<file path="src/rtl/lap_recorder_pkg.sv">
// Shared definitions for the lap recorder: default depth, time bundle width, state encoding.
package lap_recorder_pkg;
    localparam int DEPTH_DEF = 8;
    localparam int TIME_W    = 32;

    typedef enum logic {
        LIVE   = 1'b0,
        RECALL = 1'b1
    } state_t;
endpackage

</file>
<file path="src/rtl/lap_recorder_edge_rise.sv">
// Rising-edge detector for a debounced button level.
module edge_rise (
    input  logic clk,
    input  logic rst_n,
    input  logic in,
    output logic pulse
);
    logic prev;
    logic armed;

    // armed stays low for the first cycle after reset so a button held
    // across reset release loads prev without producing an edge.
    always_ff @(posedge clk or negedge rst_n) begin
        if (!rst_n) begin
            prev  <= 1'b0;
            armed <= 1'b0;
        end else begin
            prev  <= in;
            armed <= 1'b1;
        end
    end

    assign pulse = in & ~prev & armed;
endmodule

</file>
<file path="src/rtl/lap_recorder.sv">
// Stopwatch lap store: captures live BCD time on lap presses and replays stored laps in recall.
//   state  | meaning
//   LIVE   | display follows live time, lap presses capture
//   RECALL | display shows stored slot lap_idx, next steps through laps
module lap_recorder
    import lap_recorder_pkg::*;
#(
    parameter int DEPTH = DEPTH_DEF
) (
    input  logic                     clk,
    input  logic                     rst_n,
    input  logic [7:0]               hours,
    input  logic [7:0]               minutes,
    input  logic [7:0]               seconds,
    input  logic [7:0]               centisec,
    input  logic                     lap,
    input  logic                     recall,
    input  logic                     next,
    input  logic                     clear,
    output logic [7:0]               disp_hours,
    output logic [7:0]               disp_minutes,
    output logic [7:0]               disp_seconds,
    output logic [7:0]               disp_centisec,
    output logic [$clog2(DEPTH):0]   lap_count,
    output logic [$clog2(DEPTH)-1:0] lap_idx,
    output logic                     recall_active,
    output logic                     full
);
    localparam int IDX_W = $clog2(DEPTH);
    localparam int CNT_W = IDX_W + 1;

    logic lap_p, rec_p, nxt_p, clr_p;
    logic rec_take, lap_take;
    state_t state, state_nxt;
    logic [TIME_W-1:0] slots [DEPTH];
    logic [TIME_W-1:0] live_time, disp_d, disp_q;

    edge_rise u_lap (.clk(clk), .rst_n(rst_n), .in(lap),    .pulse(lap_p));
    edge_rise u_rec (.clk(clk), .rst_n(rst_n), .in(recall), .pulse(rec_p));
    edge_rise u_nxt (.clk(clk), .rst_n(rst_n), .in(next),   .pulse(nxt_p));
    edge_rise u_clr (.clk(clk), .rst_n(rst_n), .in(clear),  .pulse(clr_p));

    assign live_time = {hours, minutes, seconds, centisec};
    assign full      = (lap_count == CNT_W'(DEPTH));

    // Priority clear > recall > next > lap; a recall press with an empty store is a no-op.
    assign rec_take = rec_p && !clr_p && (state == RECALL || lap_count != '0);
    assign lap_take = lap_p && !clr_p && !rec_take && (state == LIVE) && !full;

    always_ff @(posedge clk or negedge rst_n) begin
        if (!rst_n) state <= LIVE;
        else        state <= state_nxt;
    end

    always_comb begin
        state_nxt = state;
        if (clr_p)
            state_nxt = LIVE;
        else if (rec_take)
            state_nxt = (state == LIVE) ? RECALL : LIVE;
    end

    always_comb begin
        recall_active = (state == RECALL);
        disp_d        = (state == RECALL) ? slots[lap_idx] : live_time;
    end

    always_ff @(posedge clk or negedge rst_n) begin
        if (!rst_n) begin
            lap_count <= '0;
            lap_idx   <= '0;
            disp_q    <= '0;
        end else begin
            disp_q <= disp_d;
            if (clr_p) begin
                lap_count <= '0;
                lap_idx   <= '0;
            end else if (rec_take) begin
                lap_idx <= '0;
            end else if (state == RECALL && nxt_p) begin
                lap_idx <= (CNT_W'(lap_idx) == lap_count - CNT_W'(1)) ? '0 : lap_idx + IDX_W'(1);
            end else if (lap_take) begin
                lap_count <= lap_count + CNT_W'(1);
            end
        end
    end

    always_ff @(posedge clk) begin
        if (lap_take) slots[lap_count[IDX_W-1:0]] <= live_time;
    end

    assign {disp_hours, disp_minutes, disp_seconds, disp_centisec} = disp_q;
endmodule

</file>
<file path="config.mk">
export PLATFORM = sky130hd
export DESIGN_NAME = lap_recorder
export DESIGN_NICKNAME = d
export VERILOG_FILES = /design/src/rtl/lap_recorder_pkg.sv /design/src/rtl/lap_recorder_edge_rise.sv /design/src/rtl/lap_recorder.sv
export SDC_FILE = /design/constraint.sdc
export NUM_CORES = 1
export LEC_CHECK = 0
export CORE_UTILIZATION = 65
export CTS_BUF_LIST = sky130_fd_sc_hd__clkbuf_8
export DETAILED_ROUTE_END_ITERATION = 10
export PLACE_DENSITY = 0.91
export REMOVE_ABC_BUFFERS = 1
export SETUP_SLACK_MARGIN = 0.5
export SYNTH_ARGS = -nofsm -noshare
export SYNTH_HDL_FRONTEND = slang
export SYNTH_HIERARCHICAL = 1
export SYNTH_SLANG_ARGS = --single-unit
</file>
<file path="constraint.sdc">
create_clock -name clk -period 7.7 [get_ports clk]
set_clock_uncertainty 0.2 [all_clocks]
set_input_delay 0.77 -clock clk [delete_from_list [all_inputs] [get_ports clk]]
set_output_delay 0.77 -clock clk [all_outputs]
set_load 0.02 [all_outputs]
</file>
==> flow_summary.yaml <==
route:
  vias_per_cell: 6.11
  dr_total_vias: 5644
  routed_wl_um: 21400
  wl_per_cell_um: 23.2
  drt_iter0_markers: 378
  route.detailed.drc: 0
  ant_nets: 0
  firstDrtPassIters: 5
sta:
  fmax_mhz: 262
  rsz0062_at_grt: "no"
  period_needed_ps: 3810
  max_slew_margin_pct: 21.6
  hold_viol_final: 0
  finalMaxSlewViolations: 0
  finalSetupViolations: 0
  tns_ps: 0
  worstMarginPinSlew_ps: 1170
  period_share_pct: 49.5
yosys:
  ys_ff_latch: 304
  synth_top_cell_area_share_pct: 67.0
  syn_inst: 555
  ys_seq_area_share_pct: 77.5
  synth_area_leader_cell: "edfxtp_1"
  ys.warnings.count: 6
  synth.area.top_cells: "edfxtp_1 (67%), mux4_2 (13%), dfrtp_1 (10%)"
  syn_area_um2: 11500
  synth.distinct_cells: 34
  postSynthAreaPerCell_um2: 20.7
die:
  core_area_um2: 17200
  die_area_um2: 18200
  die_h_um: 135
  die_w_um: 135
  boundaryPins: 79
  start_util_pct: 66.5
  fp-row-count: 48
layout:
  nFillCells: 860
  area_growth_pct: 16.9
  finalNonFillerCells: 924
  final_util_pct: 77.8
  n_antenna_cell: 0
  layout-drive-gt1-share_pct: 20.5
  final_nets: 703
worst_setup_path:
  cp.arrival_ps: 3750
  endpoint_kind: "flop"
  cp_max_fo: 32
  r2r-start: "recall_active"
  critical_path_class: "input pin to flop"
  critPathRequiredTime_ps: 7640
  startpoint_type: "input pin"
  crit_start: "clear"
place:
  port_buffers: 78
  dp_cells: 838
  hpwl_um: 12200
  place_congestion: 0.772
cts:
  postCtsSetupRepairBufs: 0
  clockBufferDepth: 3
  htreeDepth: 2
  cts_resized: 0
  cts_root_buffer: "clkbuf_8"
  clk_latency_ps: 550
  hold_buffers: 0
  cts_tree: "built"
  clkTransAtPathRegs_ps: 70
  cts_buffers: 46
  cts_sinks: 304
power:
  peakVddDrop_mv: 0.239
  leakage_uw: 0.00468
  power_density_nw_per_um2: 277
outcome:
  status: "finished, final reports clean"
min_path:
  hp-class: "input pin to asynchronous set/reset pin"
grt:
  grt_max_degree: 71
  grt_antenna_before_repair: 0
  gr-total-overflow: 0
  track_usage_pct: 25.2
  grt_pass1_vias: 6011
  grt_pass1_wl_um: 33000
run:
  cap_violations: 0
worst paths after layout:
check                      slack, ps            to  cells past startpoint
hold / removal                    10    disp_q[25]                      1
setup reg to reg                3970   slots[2][6]                      5
min in group clk                 490  lap_count[3]                      2
max in group asynchronous       6460    lap_idx[0]                      2
hold reg to reg                  490  lap_count[3]                      2
setup / recovery                3890   slots[2][6]                      6
critical path: stages:
cell and delay [ps]:
clkdlybuf4s50_1 420, and3b_1 250, or3b_1 400, a211oi_1 520, nand2_1 390, nor2_4 990
per-layer routing:
layer | global-route usage (%) | up-vias | share of wire (%)
li1 | - | 2452 | -
met1 | 32.7 | 2904 | 39
met2 | 42.6 | 238 | 52
met3 | 5.41 | 50 | 6.4
met4 | 9.36 | 0 | 2.5
met5 | 0 | - | 0
registers in the layout (all words and copies together) (netlist names):
| signal | cells |
|---|---|
| slots | 256 |
| disp_q | 32 |
| lap_count | 4 |
| lap_idx | 3 |
| recall_active | 1 |
| u_clr/armed | 1 |
| u_clr/prev | 1 |
| u_lap/armed | 1 |
| u_lap/prev | 1 |
| u_nxt/armed | 1 |
| u_nxt/prev | 1 |
| u_rec/armed | 1 |
| u_rec/prev | 1 |
report_power, final:
| part | leakage [uW] | switching (uW) | total, uW | internal (uW) |
|---|---|---|---|---|
| clock | 0.000528 | 571 | 1230 | 660 |
| sequential | 0.00286 | 49.8 | 1920 | 1870 |
| combinational | 0.00129 | 301 | 570 | 269 |
| total | 0.00468 | 921 | 3720 | 2800 |
stage by stage:
stage | setup slack (ps) | instance area (um2) | power (uW) | hold WS (ps)
3_3_place_gp | 3490 | 12500 | 2490 | 419
2_1_floorplan | 2600 | 11400 | 2290 | 274
4_1_cts | 3890 | 13400 | 3750 | 18.3
5_1_grt | 3690 | 13400 | 3860 | 40.5
3_5_place_dp | 3370 | 12500 | 2520 | 470
6_report | 3890 | 13400 | 3720 | 9.97
cell usage in the layout, fill, tap and decap left out, drive strengths merged, types with 5 or more instances in the layout:
cell type and instances:
clkinv 12, edfxtp 256, nor2 39, nand2 5, mux4 64, mux2i 32
inv 23, clkbuf 53, nand3 5, dfrtp 48, buf 8, a21oi 35
and3b 5, o21ai 5, clkdlybuf4s50 77
cell type report:
cell class / count / area [um2] / share of cell area [%]
Sequential cell: 304 / 8900 / 66.3
Tap cell: 225 / 282 / 2.10
Timing Repair Buffer: 85 / 828 / 6.18
Clock buffer: 53 / 729 / 5.44
Inverter: 3 / 11.3 / 0.0840
Clock inverter: 33 / 154 / 1.15
Multi-Input combinational cell: 221 / 2510 / 18.7
synth_stat cells:
master     number
edfxtp_1      256
mux2_2          1
a2111o_1        1
xnor3_1         1
o31ai_1         2
nand2_1         5
or3_1           1
ha_1            4
mux4_2         64
nand3_1         5
o2111ai_1       1
or4b_1          1
dfrtp_1        48
conb_1          4
buf_2           7
o211ai_1        1
o21ai_1         1
xor2_1          3
clkbuf_1       14
or3b_1          1
a21bo_2         1
buf_4           1
o21ai_0         4
a211o_1         1
nand3b_1        1
nor2_1         39
inv_1           3
nor3_1          3
buf_1           5
nand2b_1        3
mux2i_1        32
a21oi_1        35
a211oi_1        1
and3b_1         5
logic make-up after synthesis:
family / Yosys count / synth area share [%]
AO/OA/AOI/OAI: 48 / 2.35
XOR/XNOR: 4 / 0.425
adder cells (fa/ha/maj): 4 / 0.436
buffers and inverters: 30 / 1.09
flip-flops: 304 / 77.5
multiplexers: 97 / 15.5
other: 4 / 0.131
AND/OR/NAND/NOR: 64 / 2.62
Note: power is estimated with default switching activity, not from simulation.
